File: src/rtl/mem_copy_engine_pkg.sv
// Shared types and default sizing for the block-copy engine and its word memory.
package mem_copy_engine_pkg;

  localparam int unsigned AddrWidth       = 8;
  localparam int unsigned DataWidth       = 16;
  localparam int unsigned LenWidthDefault = 16;

  typedef logic [AddrWidth-1:0] addr_t;
  typedef logic [DataWidth-1:0] op_t;

  typedef enum logic [1:0] {
    IDLE,
    READ,
    WRITE,
    DONE
  } copy_state_t;

endpackage

File: src/rtl/mem_copy_engine.sv
// Block-move initiator for the single-port word memory: one read cycle, one write cycle per word.
// Optional memmove-style backward copy on overlap is enabled with `define MEM_COPY_BACKWARD_EN.
module mem_copy_engine
  import mem_copy_engine_pkg::*;
#(
  parameter int unsigned LenWidth = LenWidthDefault
) (
  input  logic                clk,
  input  logic                rst_n,
  input  logic                start_valid,
  output logic                start_ready,
  input  addr_t               src_addr,
  input  addr_t               dst_addr,
  input  logic [LenWidth-1:0] len,
  input  logic                abort,
  output logic                busy,
  output logic                done,
  output logic [LenWidth-1:0] words_done,
`ifdef MEM_COPY_BACKWARD_EN
  output logic                backward,
`endif
  output addr_t               mem_addr,
  output logic                mem_enable_write,
  output op_t                 mem_write_data,
  input  op_t                 mem_read_data
);

  copy_state_t         state_q, state_d;
  addr_t               cur_src_q, cur_src_d;
  addr_t               cur_dst_q, cur_dst_d;
  logic [LenWidth-1:0] rem_q, rem_d;
  logic [LenWidth-1:0] cnt_q, cnt_d;
  op_t                 data_q, data_d;
  logic                backward_q, backward_d;

`ifdef MEM_COPY_BACKWARD_EN
  // Overlap test is done one bit wider than both operands so src+len never wraps.
  localparam int unsigned OvWidth = ((AddrWidth > LenWidth) ? AddrWidth : LenWidth) + 1;
  logic [OvWidth-1:0] src_ext, dst_ext, end_ext;
  logic               overlap;

  always_comb begin
    src_ext = OvWidth'(src_addr);
    dst_ext = OvWidth'(dst_addr);
    end_ext = src_ext + OvWidth'(len);
    overlap = (dst_ext > src_ext) && (dst_ext < end_ext);
  end

  assign backward = backward_q;
`endif

  always_comb begin
    state_d          = state_q;
    cur_src_d        = cur_src_q;
    cur_dst_d        = cur_dst_q;
    rem_d            = rem_q;
    cnt_d            = cnt_q;
    data_d           = data_q;
    backward_d       = backward_q;
    start_ready      = 1'b0;
    busy             = 1'b0;
    done             = 1'b0;
    words_done       = '0;
    mem_addr         = '0;
    mem_enable_write = 1'b0;

    unique case (state_q)
      IDLE: begin
        start_ready = 1'b1;
        if (start_valid) begin
          cur_src_d  = src_addr;
          cur_dst_d  = dst_addr;
          rem_d      = len;
          cnt_d      = '0;
          backward_d = 1'b0;
`ifdef MEM_COPY_BACKWARD_EN
          if (overlap) begin
            backward_d = 1'b1;
            cur_src_d  = src_addr + addr_t'(len) - addr_t'(1);
            cur_dst_d  = dst_addr + addr_t'(len) - addr_t'(1);
          end
`endif
          state_d = (len == '0) ? DONE : READ;
        end
      end
      READ: begin
        busy     = 1'b1;
        mem_addr = cur_src_q;
        data_d   = mem_read_data;
        state_d  = abort ? DONE : WRITE;
      end
      WRITE: begin
        busy             = 1'b1;
        mem_addr         = cur_dst_q;
        mem_enable_write = 1'b1;
        cnt_d            = cnt_q + LenWidth'(1);
        rem_d            = rem_q - LenWidth'(1);
        if (backward_q) begin
          cur_src_d = cur_src_q - addr_t'(1);
          cur_dst_d = cur_dst_q - addr_t'(1);
        end else begin
          cur_src_d = cur_src_q + addr_t'(1);
          cur_dst_d = cur_dst_q + addr_t'(1);
        end
        state_d = ((rem_q == LenWidth'(1)) || abort) ? DONE : READ;
      end
      DONE: begin
        busy       = 1'b1;
        done       = 1'b1;
        words_done = cnt_q;
        state_d    = IDLE;
      end
      default: state_d = IDLE;
    endcase
  end

  assign mem_write_data = data_q;

  always_ff @(posedge clk or negedge rst_n) begin
    if (!rst_n) begin
      state_q    <= IDLE;
      cur_src_q  <= '0;
      cur_dst_q  <= '0;
      rem_q      <= '0;
      cnt_q      <= '0;
      data_q     <= '0;
      backward_q <= 1'b0;
    end else begin
      state_q    <= state_d;
      cur_src_q  <= cur_src_d;
      cur_dst_q  <= cur_dst_d;
      rem_q      <= rem_d;
      cnt_q      <= cnt_d;
      data_q     <= data_d;
      backward_q <= backward_d;
    end
  end

endmodule

File: config.mk
export PLATFORM = sky130hd
export DESIGN_NAME = mem_copy_engine
export DESIGN_NICKNAME = d
export VERILOG_FILES = /design/src/rtl/mem_copy_engine_pkg.sv /design/src/rtl/mem_copy_engine.sv
export SDC_FILE = /design/constraint.sdc
export NUM_CORES = 1
export LEC_CHECK = 0
export ABC_AREA = 1
export ABC_CLOCK_PERIOD_IN_PS = 4800
export BUFFER_PORTS_ARGS = -buffer_cell sky130_fd_sc_hd__buf_2
export CORE_ASPECT_RATIO = 0.7
export CORE_MARGIN = 2
export CORE_UTILIZATION = 40
export CTS_CLUSTER_SIZE = 8
export DETAILED_ROUTE_END_ITERATION = 16
export GPL_TIMING_DRIVEN = 1
export SLEW_MARGIN = 10
export SYNTH_ARGS = -nofsm -noshare
export SYNTH_HDL_FRONTEND = slang
export SYNTH_SLANG_ARGS = --single-unit
File: constraint.sdc
create_clock -name clk -period 4.8 [get_ports clk]
set_clock_uncertainty 0.05 [all_clocks]
set_input_delay 0.96 -clock clk [delete_from_list [all_inputs] [get_ports clk]]
set_output_delay 0.96 -clock clk [all_outputs]
set_load 0.03 [all_outputs]
==> metrics.md, run 1 <==
| Metric | Value |
|---|---|
| Register area | 1650 µm² |
| CTS buffer count | 9 |
| DRT Wirelength | 11.2 mm |
| CTS tree | done |
| Drt wl/cell | 13.7 µm |
| Yosys warns | 0 |
| Worst path slowest cell | ha_1 |
| Number of global-route vias before repair | 3,814 |
| Multi-input gate area | 2010 µm² |
| Final #Nets | 748 |
| Die height | 88.6 µm |
| Antenna Cells | 0 |
| Crit path required time | 3.79 ns |
| Power density cells | 644 nW/µm² |
| Final instance area | 4930 µm² |
| Syn Inst Count | 598 |
| Worst-path maximum fanout | 29 |
| CTS Root Cell | clkbuf_16 |
| Routability cong. | 0.946 |
| Synth Cell Area | 4090 µm² |
| PortBufs | 95 |
| Max-cap violation count | 0 |
| Critical Path Start Type | register |
| Slew Limit Fails | 0 |
| Synth cell types | 35 |
| DIE WIDTH | 125 µm |
| Area Overhead vs Synth | 20.7% |
| CP endpoint kind | primary output |
| Tmin final | 3.34 ns |
| LEAKAGE | 0.00268 µW |
| Tcrit/Tclk final | 0.696 |
| Vias per inst | 4.94 |
| Worst Tran Pin Value | 1.09 ns |
| CTS Hold Bufs | 0 |
| Peak per-stage delay on the critical path | 0.90 ns |
| H-tree level count | 3 |
| Num ports | 96 |
| # setup viols final | 0 |
| Status | complete, no violations |
| CTS max path bufs | 2 |
| Layout cells sized above 1 | 0.199 |
| DP Wirelength | 8.09 mm |
| DIE AREA | 11,100 µm² |
| Max_slew headroom | 0.275 |
| Initial Utilization | 0.416 |
| CTS Sinks | 66 |
| Placement Cell Area | 4630 µm² |
| Fin Setup TNS | 0 ns |
| Syn Nets | 659 |
| Peak supply drop | 278 µV |
| Total power draw | 3170 µW |
| CTS resizes | 0 |
| Total gr overflow | 0 |
| Mean Syn Cell Area | 6.84 µm² |
| Largest net degree at the start of global routing | 36 |
| # rows | 30 |
| Worst-path cell chain | inv_1, ha_1, nand2_1, a21oi_1, buf_2 |
| TritonRoute pass-1 iters | 4 |
| CP Data Arrival Time | 2.33 ns |
| DRT iter0 DRCs | 222 |
| Seq cells post-synth | 66 |
| Total GRT Usage | 0.214 |
| Unrepaired setup endpoints after global routing | no |
| Remaining DRCs | 0 |
| Core Area | 9830 µm² |
| Post-CTS setup buffers | 0 |
| First-pass GRT wire length | 18.8 mm |
| FMAX | 299 MHz |
| Register area share after synthesis | 0.404 |
| Initial antenna violation count | 0 |
| Worst hold path type | reg -> reg |
| Final hold vios | 0 |
| Clock Latency Late Sink | 0.34 ns |
| # fillers | 1,019 |
| Final ANT Viol Nets | 0 |
| Clock transition at path regs | 0.06 ns |
| Crit path kind | reg -> out |
| Via count | 4,052 |
power by group:
| part | internal (µW) | switching (µW) |
|---|---|---|
| sequential | 785 | 223 |
| clock | 405 | 261 |
| combinational | 453 | 1050 |
metrics by stage:
stage                     setup WS (ns)   util  hold slack [ns]  instances
after floorplan                    1.79      -            0.416        598
after global placement             1.94  0.471            0.400        804
after detailed placement           1.83  0.471            0.404        804
after CTS                          1.46  0.502            0.418        820
after global routing               1.24  0.502            0.440        820
final                              1.46  0.502            0.416        820
critical path, delay by kind of cell (launching register included):
kind | cells | cell delay [ns]
AOI/OAI and AO/OA | 1 | 0.19
adders and majority gates | 1 | 0.90
DFF | 1 | 0.40
and+or+nand+nor | 1 | 0.17
buffers and inverters | 2 | 0.34
registers in the layout, indices dropped and copies added, names as in the netlist:
name / count
cur_dst_q: 8
cur_src_q: 8
state_q: 2
mem_write_data: 16
rem_q: 16
cnt_q: 16
worst paths after layout:
path	slack, ns	start	end	cells past startpoint
min reg2reg	0.42	mem_write_data[14]	mem_write_data[14]	2
min in group asynchronous	0.69	rst_n	cur_dst_q[4]	1
max	1.46	state_q[0]	mem_addr[6]	5
max reg2reg	1.91	state_q[0]	cnt_q[15]	11
max in group asynchronous	3.05	rst_n	cur_src_q[7]	2
min	0.42	mem_write_data[14]	mem_write_data[14]	2
synthesized netlist by cell type:
cell type / number / area share
a21oi_1: 26 / 0.032
and3_2: 1 / 0.0018
buf_6: 2 / 0.0055
a21boi_0: 1 / 0.0018
nand2_4: 1 / 0.0028
nor2_2: 3 / 0.0046
nand4_1: 9 / 0.014
o22ai_1: 6 / 0.0092
nand2_1: 210 / 0.19
clkbuf_8: 1 / 0.0034
buf_2: 11 / 0.013
xor2_1: 1 / 0.0021
a22o_1: 1 / 0.0021
clkbuf_2: 1 / 0.0012
nand3b_1: 3 / 0.0055
clkinv_1: 1 / 0.00092
dfrtp_1: 66 / 0.40
o21bai_1: 2 / 0.0037
xnor2_1: 2 / 0.0043
o31ai_1: 1 / 0.0018
inv_1: 76 / 0.070
nor2_1: 55 / 0.051
o21ai_1: 5 / 0.0061
ha_1: 9 / 0.028
nand3_1: 37 / 0.045
inv_2: 7 / 0.0064
o221ai_1: 2 / 0.0043
o21ai_0: 28 / 0.034
nor4_1: 1 / 0.0015
a211oi_1: 1 / 0.0018
o211ai_1: 7 / 0.013
nand2_2: 8 / 0.012
clkbuf_1: 5 / 0.0046
nor2_4: 4 / 0.011
nor3_1: 4 / 0.0049
kinds of logic (layout without fill, tap and decap cells):
family | after synthesis | after routing | synth area share
DFF | 66 | 66 | 0.404
adders and majority gates | 9 | 9 | 0.0275
and+or+nand+nor | 336 | 336 | 0.347
xor gates and xnor gates | 3 | 3 | 0.00643
buffers and inverters | 104 | 198 | 0.105
AOI/OAI and AO/OA | 80 | 80 | 0.110
per-layer routing:
metal,track usage,up-vias,part of all wire
met2,0.318,111,0.42
met1,0.308,1859,0.51
met4,0.0687,0,0.012
met3,0.0532,14,0.057
met5,0,-,0
li1,-,2068,-
cell usage in the layout, fill, tap and decap left out, types with 26 or more instances in the layout:
master / netlist / layout
nand2_1: 210 / 210
nor2_1: 55 / 55
a21oi_1: 26 / 26
dfrtp_1: 66 / 66
inv_1: 76 / 76
o21ai_0: 28 / 28
nand3_1: 37 / 37
buf_2: 11 / 95
area by class of cell:
type | count | share of cell area
Sequential cell | 66 | 0.335
Multi-Input combinational cell | 428 | 0.407
Inverter | 84 | 0.0639
Tap cell | 128 | 0.0325
Clock buffer | 9 | 0.0457
Clock inverter | 7 | 0.0155
Timing Repair Buffer | 98 | 0.101
Note: power is estimated with default switching activity, not from simulation.
==> run 2, diff against run 1 <==
--- a/config.mk
+++ b/config.mk
@@ -6,7 +6,7 @@
 export NUM_CORES = 1
 export LEC_CHECK = 0
 export ABC_AREA = 1
-export ABC_CLOCK_PERIOD_IN_PS = 4800
+export ABC_CLOCK_PERIOD_IN_PS = 2700
 export BUFFER_PORTS_ARGS = -buffer_cell sky130_fd_sc_hd__buf_2
 export CORE_ASPECT_RATIO = 0.7
 export CORE_MARGIN = 2
==> constraint.sdc (replaced) <==
create_clock -name clk -period 2.7 [get_ports clk]
set_clock_uncertainty 0.05 [all_clocks]
set_input_delay 0.54 -clock clk [delete_from_list [all_inputs] [get_ports clk]]
set_output_delay 0.54 -clock clk [all_outputs]
set_load 0.03 [all_outputs]
==> metrics.md, run 2 (same netlist as run 1, synthesis figures left out) <==
| Metric | Value |
|---|---|
| # rows | 30 (unchanged) |
| Final core occ | 0.507 (+0.00560) |
| Drt wl/cell | 13.9 µm (+1.2%) |
| Most frequent cells in the layout | nand2_1, buf_2, inv_1 |
| Final #Nets | 751 (+0.40%) |
| DIE WIDTH | 125 µm (unchanged) |
| Final ANT Viol Nets | 0 (unchanged) |
| Initial antenna violation count | 0 (unchanged) |
| Antenna Cells | 0 (unchanged) |
| H-tree level count | 3 (unchanged) |
| Num ports | 96 (unchanged) |
| Fin Setup TNS | 0 ns (unchanged) |
| DP Worst Slack | 0.215 ns (-1.62 ns) |
| Worst-path maximum fanout | 17 (-41%) |
| Clock Latency Late Sink | 0.34 ns (about the same) |
| Via count | 4,081 (+0.72%) |
| Final hold vios | 0 (unchanged) |
| # setup viols final | 0 (unchanged) |
| Total GRT Usage | 0.216 (+0.00239) |
| DRT Wirelength | 11.4 mm (+1.5%) |
| Area Overhead vs Synth | 22.0% |
| TritonRoute pass-1 iters | 5 (+1) |
| CTS buffer count | 9 (unchanged) |
| Post-route setup slack | 0.171 ns (-1.29 ns) |
| PortBufs | 95 (unchanged) |
| Total gr overflow | 0 (unchanged) |
| CTS max path bufs | 2 (unchanged) |
| Crit path kind | reg -> out |
| DRT iter0 DRCs | 304 (+37%) |
| # fillers | 987 (-3.1%) |
| Initial Utilization | 0.416 (unchanged) |
| Max_slew headroom | 0.406 (+0.131) |
| Remaining DRCs | 0 (unchanged) |
| Unrepaired setup endpoints after global routing | no |
| Worst hold path type | in -> async |
| Largest net degree at the start of global routing | 67 (+86%) |
| Peak supply drop | 581 µV (+110%) |
| Die height | 88.6 µm (unchanged) |
| Slew Limit Fails | 0 (unchanged) |
| Worst Tran Pin Value | 0.888 ns (-0.200 ns) |
| Vias per inst | 4.96 (+0.35%) |
| CTS tree | done |
| FMAX | 395 MHz |
| Max-cap violation count | 0 (unchanged) |
| Status | complete, no violations |
| Core Area | 9830 µm² (unchanged) |
| Tcrit/Tclk final | 0.937 |
| CP endpoint kind | primary output |
| CTS Root Cell | clkbuf_16 |
| Layout cells sized above 1 | 0.204 (+0.00489) |
| First-pass GRT wire length | 19.1 mm (+1.4%) |
| Power density cells | 1160 nW/µm² (+80%) |
| DIE AREA | 11,100 µm² (unchanged) |
| Routability cong. | 0.845 (-11%) |
| DP Wirelength | 8.22 mm (+1.6%) |
| CTS Sinks | 66 (unchanged) |
| LEAKAGE | 0.00270 µW (+1.0%) |
| Number of global-route vias before repair | 3,788 (-0.68%) |
| CTS Hold Bufs | 0 (unchanged) |
| Crit path required time | 2.11 ns (-1.68 ns) |
| Clock transition at path regs | 0.06 ns (about the same) |
| Tmin final | 2.53 ns |
| Most common cell after layout, fill and taps aside | nand2_1 |
| Critical Path Start Type | register |
| CP Data Arrival Time | 1.94 ns (-0.39 ns) |
run 2: cell types whose count changed in the layout (fill, tap and decap cells not counted):
cell and delta:
buf_12 +1, buf_4 +2, bufinv_16 +1, clkinv_2 +1, ha_1 -1, ha_2 +1, inv_6 -2
run 2: critical path, stage by stage, from the launching register on:
cell and delay, ns:
dfrtp_1 0.40, inv_1 0.13, ha_2 0.43, buf_4 0.21, nand2_1 0.05, a21oi_1 0.16
buf_2 0.22
run 2: timing repair:
item,in CTS,in global routing
hold endpoints to repair,0,0
buffers inserted,0,0
gates resized for setup,1,0
endpoints found under the setup margin,3,0
run 2: path summary, 6_finish.rpt:
kind | start | to | slack [ns] | cells after the start
max | state_q[0] | mem_addr[1] | 0.17 | 6
min | rst_n | rem_q[10] | 0.13 | 2
max reg2reg | state_q[1] | state_q[1] | 0.29 | 6
min reg2reg | mem_write_data[7] | mem_write_data[7] | 0.41 | 2
max in group asynchronous | rst_n | rem_q[6] | 2.12 | 2
min in group clk | mem_read_data[2] | mem_write_data[2] | 0.36 | 3
run 2: final cells by class:
class	instances	area (µm²)	area share
multi-input cells	428	2010	0.403
flip-flops and latches	66	1650	0.331
repair buffers	101	533	0.107
inverters	84	315	0.0632
clock buffers	9	225	0.0452
well taps	128	160	0.0321
clock inverters	7	93.8	0.0188
run 2: through the flow:
stage	cells	area, µm²	hold WS (ns)	power [µW]
finish	823	4990	0.135	5780
detailed placement	807	4670	0.403	4510
CTS	823	4990	0.184	5820
global route	823	4990	0.205	6250
global placement	807	4670	0.399	4440
floorplan	598	4090	0.194	3760
run 2: routing by layer:
metal  vias up  track usage  part of all wire
li1       2072            -                 -
met1      1872        0.319              0.51
met2       123        0.315              0.41
met3        14       0.0556             0.065
met4         0       0.0596             0.014
met5         -            0                 0
run 2: power by group:
| group | leakage [µW] | total [µW] | switching [µW] | internal (µW) |
|---|---|---|---|---|
| clock network | 0.000151 | 1280 | 471 | 806 |
| logic | 0.00173 | 2740 | 1900 | 840 |
| registers | 0.000824 | 1770 | 373 | 1400 |
==> run 3, diff against run 2 <==
--- a/config.mk
+++ b/config.mk
@@ -6,14 +6,16 @@
 export NUM_CORES = 1
 export LEC_CHECK = 0
 export ABC_AREA = 1
-export ABC_CLOCK_PERIOD_IN_PS = 2700
+export ABC_CLOCK_PERIOD_IN_PS = 2800
 export BUFFER_PORTS_ARGS = -buffer_cell sky130_fd_sc_hd__buf_2
 export CORE_ASPECT_RATIO = 0.7
 export CORE_MARGIN = 2
-export CORE_UTILIZATION = 40
+export CORE_UTILIZATION = 54
+export CTS_BUF_LIST = sky130_fd_sc_hd__clkbuf_4 sky130_fd_sc_hd__clkbuf_8 sky130_fd_sc_hd__clkbuf_16
 export CTS_CLUSTER_SIZE = 8
 export DETAILED_ROUTE_END_ITERATION = 16
 export GPL_TIMING_DRIVEN = 1
+export PLACE_DENSITY = 0.8
 export SLEW_MARGIN = 10
 export SYNTH_ARGS = -nofsm -noshare
 export SYNTH_HDL_FRONTEND = slang
==> constraint.sdc (replaced) <==
create_clock -name clk -period 2.8 [get_ports clk]
set_clock_uncertainty 0.05 [all_clocks]
set_input_delay 0.56 -clock clk [delete_from_list [all_inputs] [get_ports clk]]
set_output_delay 0.56 -clock clk [all_outputs]
set_load 0.03 [all_outputs]
==> metrics.md, run 3 (same netlist as run 1, synthesis figures left out) <==
| Metric | Value |
|---|---|
| Final ANT Viol Nets | 0 (unchanged) |
| Flop-to-flop setup slack | 0.39 ns (+0.10 ns) |
| Worst-path cell chain | inv_1, ha_1, nand2_1, a21oi_1, buf_2 |
| Tightest hold margin | 0.358 ns (+0.223 ns) |
| Initial antenna violation count | 0 (unchanged) |
| Hold wc startpoint | mem_read_data[3] |
| Layout cells sized above 1 | 0.203 (-0.00144) |
| Worst path slowest cell | ha_1 |
| DIE WIDTH | 108 µm (-13%) |
| FMAX | 379 MHz |
| Met2 GRT Util | 0.431 (+0.115) |
| Die height | 76.8 µm (-13%) |
| H-tree level count | 3 (unchanged) |
| Worst-path maximum fanout | 16 (-1) |
| Total gr overflow | 0 (unchanged) |
| DRT Wirelength | 10.9 mm (-4.8%) |
| Peak per-stage delay on the critical path | 0.57 ns (+0.14 ns) |
| Vias per inst | 5.28 (+6.4%) |
| # setup viols final | 0 (unchanged) |
| Initial Utilization | 0.558 (+0.143) |
| Worst hold path type | in -> reg |
| Total GRT Usage | 0.283 (+0.0666) |
| Via count | 4,184 (+2.5%) |
| R2R Path Start | state_q[0] |
| Unrepaired setup endpoints after global routing | no |
| CTS tree | done |
| Status | complete, no violations |
| CTS max path bufs | 2 (unchanged) |
| CTS Root Cell | clkbuf_8 |
| Clock Latency Late Sink | 0.35 ns (about the same) |
| Clock transition at path regs | 0.07 ns (about the same) |
| Max_slew headroom | 0.404 (-0.00154) |
| Critical Path Start Type | register |
| Tmin final | 2.64 ns |
| Remaining DRCs | 0 (unchanged) |
| Reg-to-reg critical path endpoint | rem_q[1] |
| Num ports | 96 (unchanged) |
| CTS buffer count | 9 (unchanged) |
| Number of global-route vias before repair | 3,891 (+2.7%) |
| Final #Nets | 751 (unchanged) |
| Critical path's top delay family | adder cells |
| Post-CTS setup buffers | 0 (unchanged) |
| First-pass GRT wire length | 18.4 mm (-3.6%) |
| Power density cells | 1100 nW/µm² (-5.4%) |
| DRT iter0 DRCs | 262 (-14%) |
| Fin Setup TNS | 0 ns (unchanged) |
| Global routing met3 resource utilization | 0.0765 (+0.0209) |
| Worst Tran Pin Value | 0.890 ns (+0.00230 ns) |
| Gr busiest metal | met2 |
| TritonRoute pass-1 iters | 6 (+1) |
| CP endpoint kind | primary output |
| Tcrit/Tclk final | 0.943 |
| Register-to-Register Path Depth | 7 (+1) |
| Final hold vios | 0 (unchanged) |
| Drt wl/cell | 13.7 µm (-1.2%) |
| Peak supply drop | 564 µV (-3.0%) |
| # rows | 26 (-13%) |
| CP Data Arrival Time | 2.03 ns (+0.09 ns) |
| Most common cell after layout, fill and taps aside | nand2_1 |
| Routability cong. | 0.907 (+7.3%) |
| Slew Limit Fails | 0 (unchanged) |
| Hold depth | 3 |
| Buf/Inv on CP | 2 (-1) |
| CTS Sinks | 66 (unchanged) |
| Crit path required time | 2.19 ns (+0.08 ns) |
| Area Overhead vs Synth | 18.8% |
| Max-cap violation count | 0 (unchanged) |
| DIE AREA | 8290 µm² (-25%) |
| PortBufs | 95 (unchanged) |
| DP Wirelength | 7.96 mm (-3.1%) |
| Core Area | 7320 µm² (-26%) |
| Met1 GRT Util | 0.399 (+0.0798) |
| Largest net degree at the start of global routing | 36 (-46%) |
| Antenna Cells | 0 (unchanged) |
| Hold EP | mem_write_data[3] |
| Crit path kind | reg -> out |
| Most frequent cells in the layout | nand2_1, buf_2, inv_1 |
| LEAKAGE | 0.00267 µW (-1.3%) |
-- run 3: changes by cell type in the layout (fill, tap and decap cells not counted), sizes merged --
cell / previous run / this run
clkinvlp: 2 / 0
bufinv: 2 / 3
dlygate4sd3: 0 / 1
clkbuf: 9 / 10
buf: 101 / 100
-- run 3: through the flow --
step | worst slack, ns | util | total power [µW] | area (µm²) | cells
after global placement | 0.431 | 0.630 | 4210 | 4610 | 776
after detailed placement | 0.333 | 0.630 | 4320 | 4610 | 776
final | 0.160 | 0.664 | 5330 | 4860 | 793
after global routing | 0.0347 | 0.664 | 5730 | 4860 | 793
after CTS | 0.0688 | 0.663 | 5310 | 4850 | 793
after floorplan | 0.194 | - | 3620 | 4090 | 598
-- run 3: repair_timing --
item,4_1_cts,5_1_grt
resized for setup,0,1
hold buffers,1,0
setup endpoints to repair,0,8
hold endpoints to repair,3,0
-- run 3: final cells by class --
type / count / area (µm²)
clock buffers: 10 / 131
clock inverters: 6 / 105
fillers: 678 / 2460
inverters: 84 / 315
multi-input cells: 428 / 2010
flip-flops and latches: 66 / 1650
well taps: 98 / 123
repair buffers: 101 / 523
-- run 3: metal layers --
layer / part of all wire / up-vias
li1: - / 2063
met1: 0.45 / 1909
met2: 0.44 / 195
met3: 0.096 / 17
met4: 0.014 / 0
met5: 0 / -
-- run 3: worst register-to-register path, delay by kind of cell, from the launching register on --
kind	cells	cell delay, ns
buf+inv	2	0.44
compound gates	2	0.26
simple gates	2	0.80
fa+ha+maj	1	0.33
flops	1	0.41
-- run 3: how the worst max path moves through the flow --
| stage | from | endpoint | slack (ns) | cells past startpoint |
|---|---|---|---|---|
| floorplan | state_q[0] | mem_addr[1] | 0.19 | 7 |
| global placement | state_q[0] | cnt_q[11] | 0.43 | 9 |
| detailed placement | state_q[0] | cnt_q[11] | 0.33 | 9 |
| CTS | state_q[0] | mem_addr[5] | 0.07 | 5 |
| global route | state_q[1] | mem_addr[2] | 0.03 | 5 |
| finish | state_q[1] | mem_addr[2] | 0.16 | 5 |
-- run 3: power by group --
| part | switching (µW) | internal (µW) | leakage [µW] | total [µW] |
|---|---|---|---|---|
| registers | 374 | 1340 | 0.000824 | 1720 |
| clock network | 382 | 597 | 0.000123 | 979 |
| logic | 1830 | 794 | 0.00172 | 2630 |
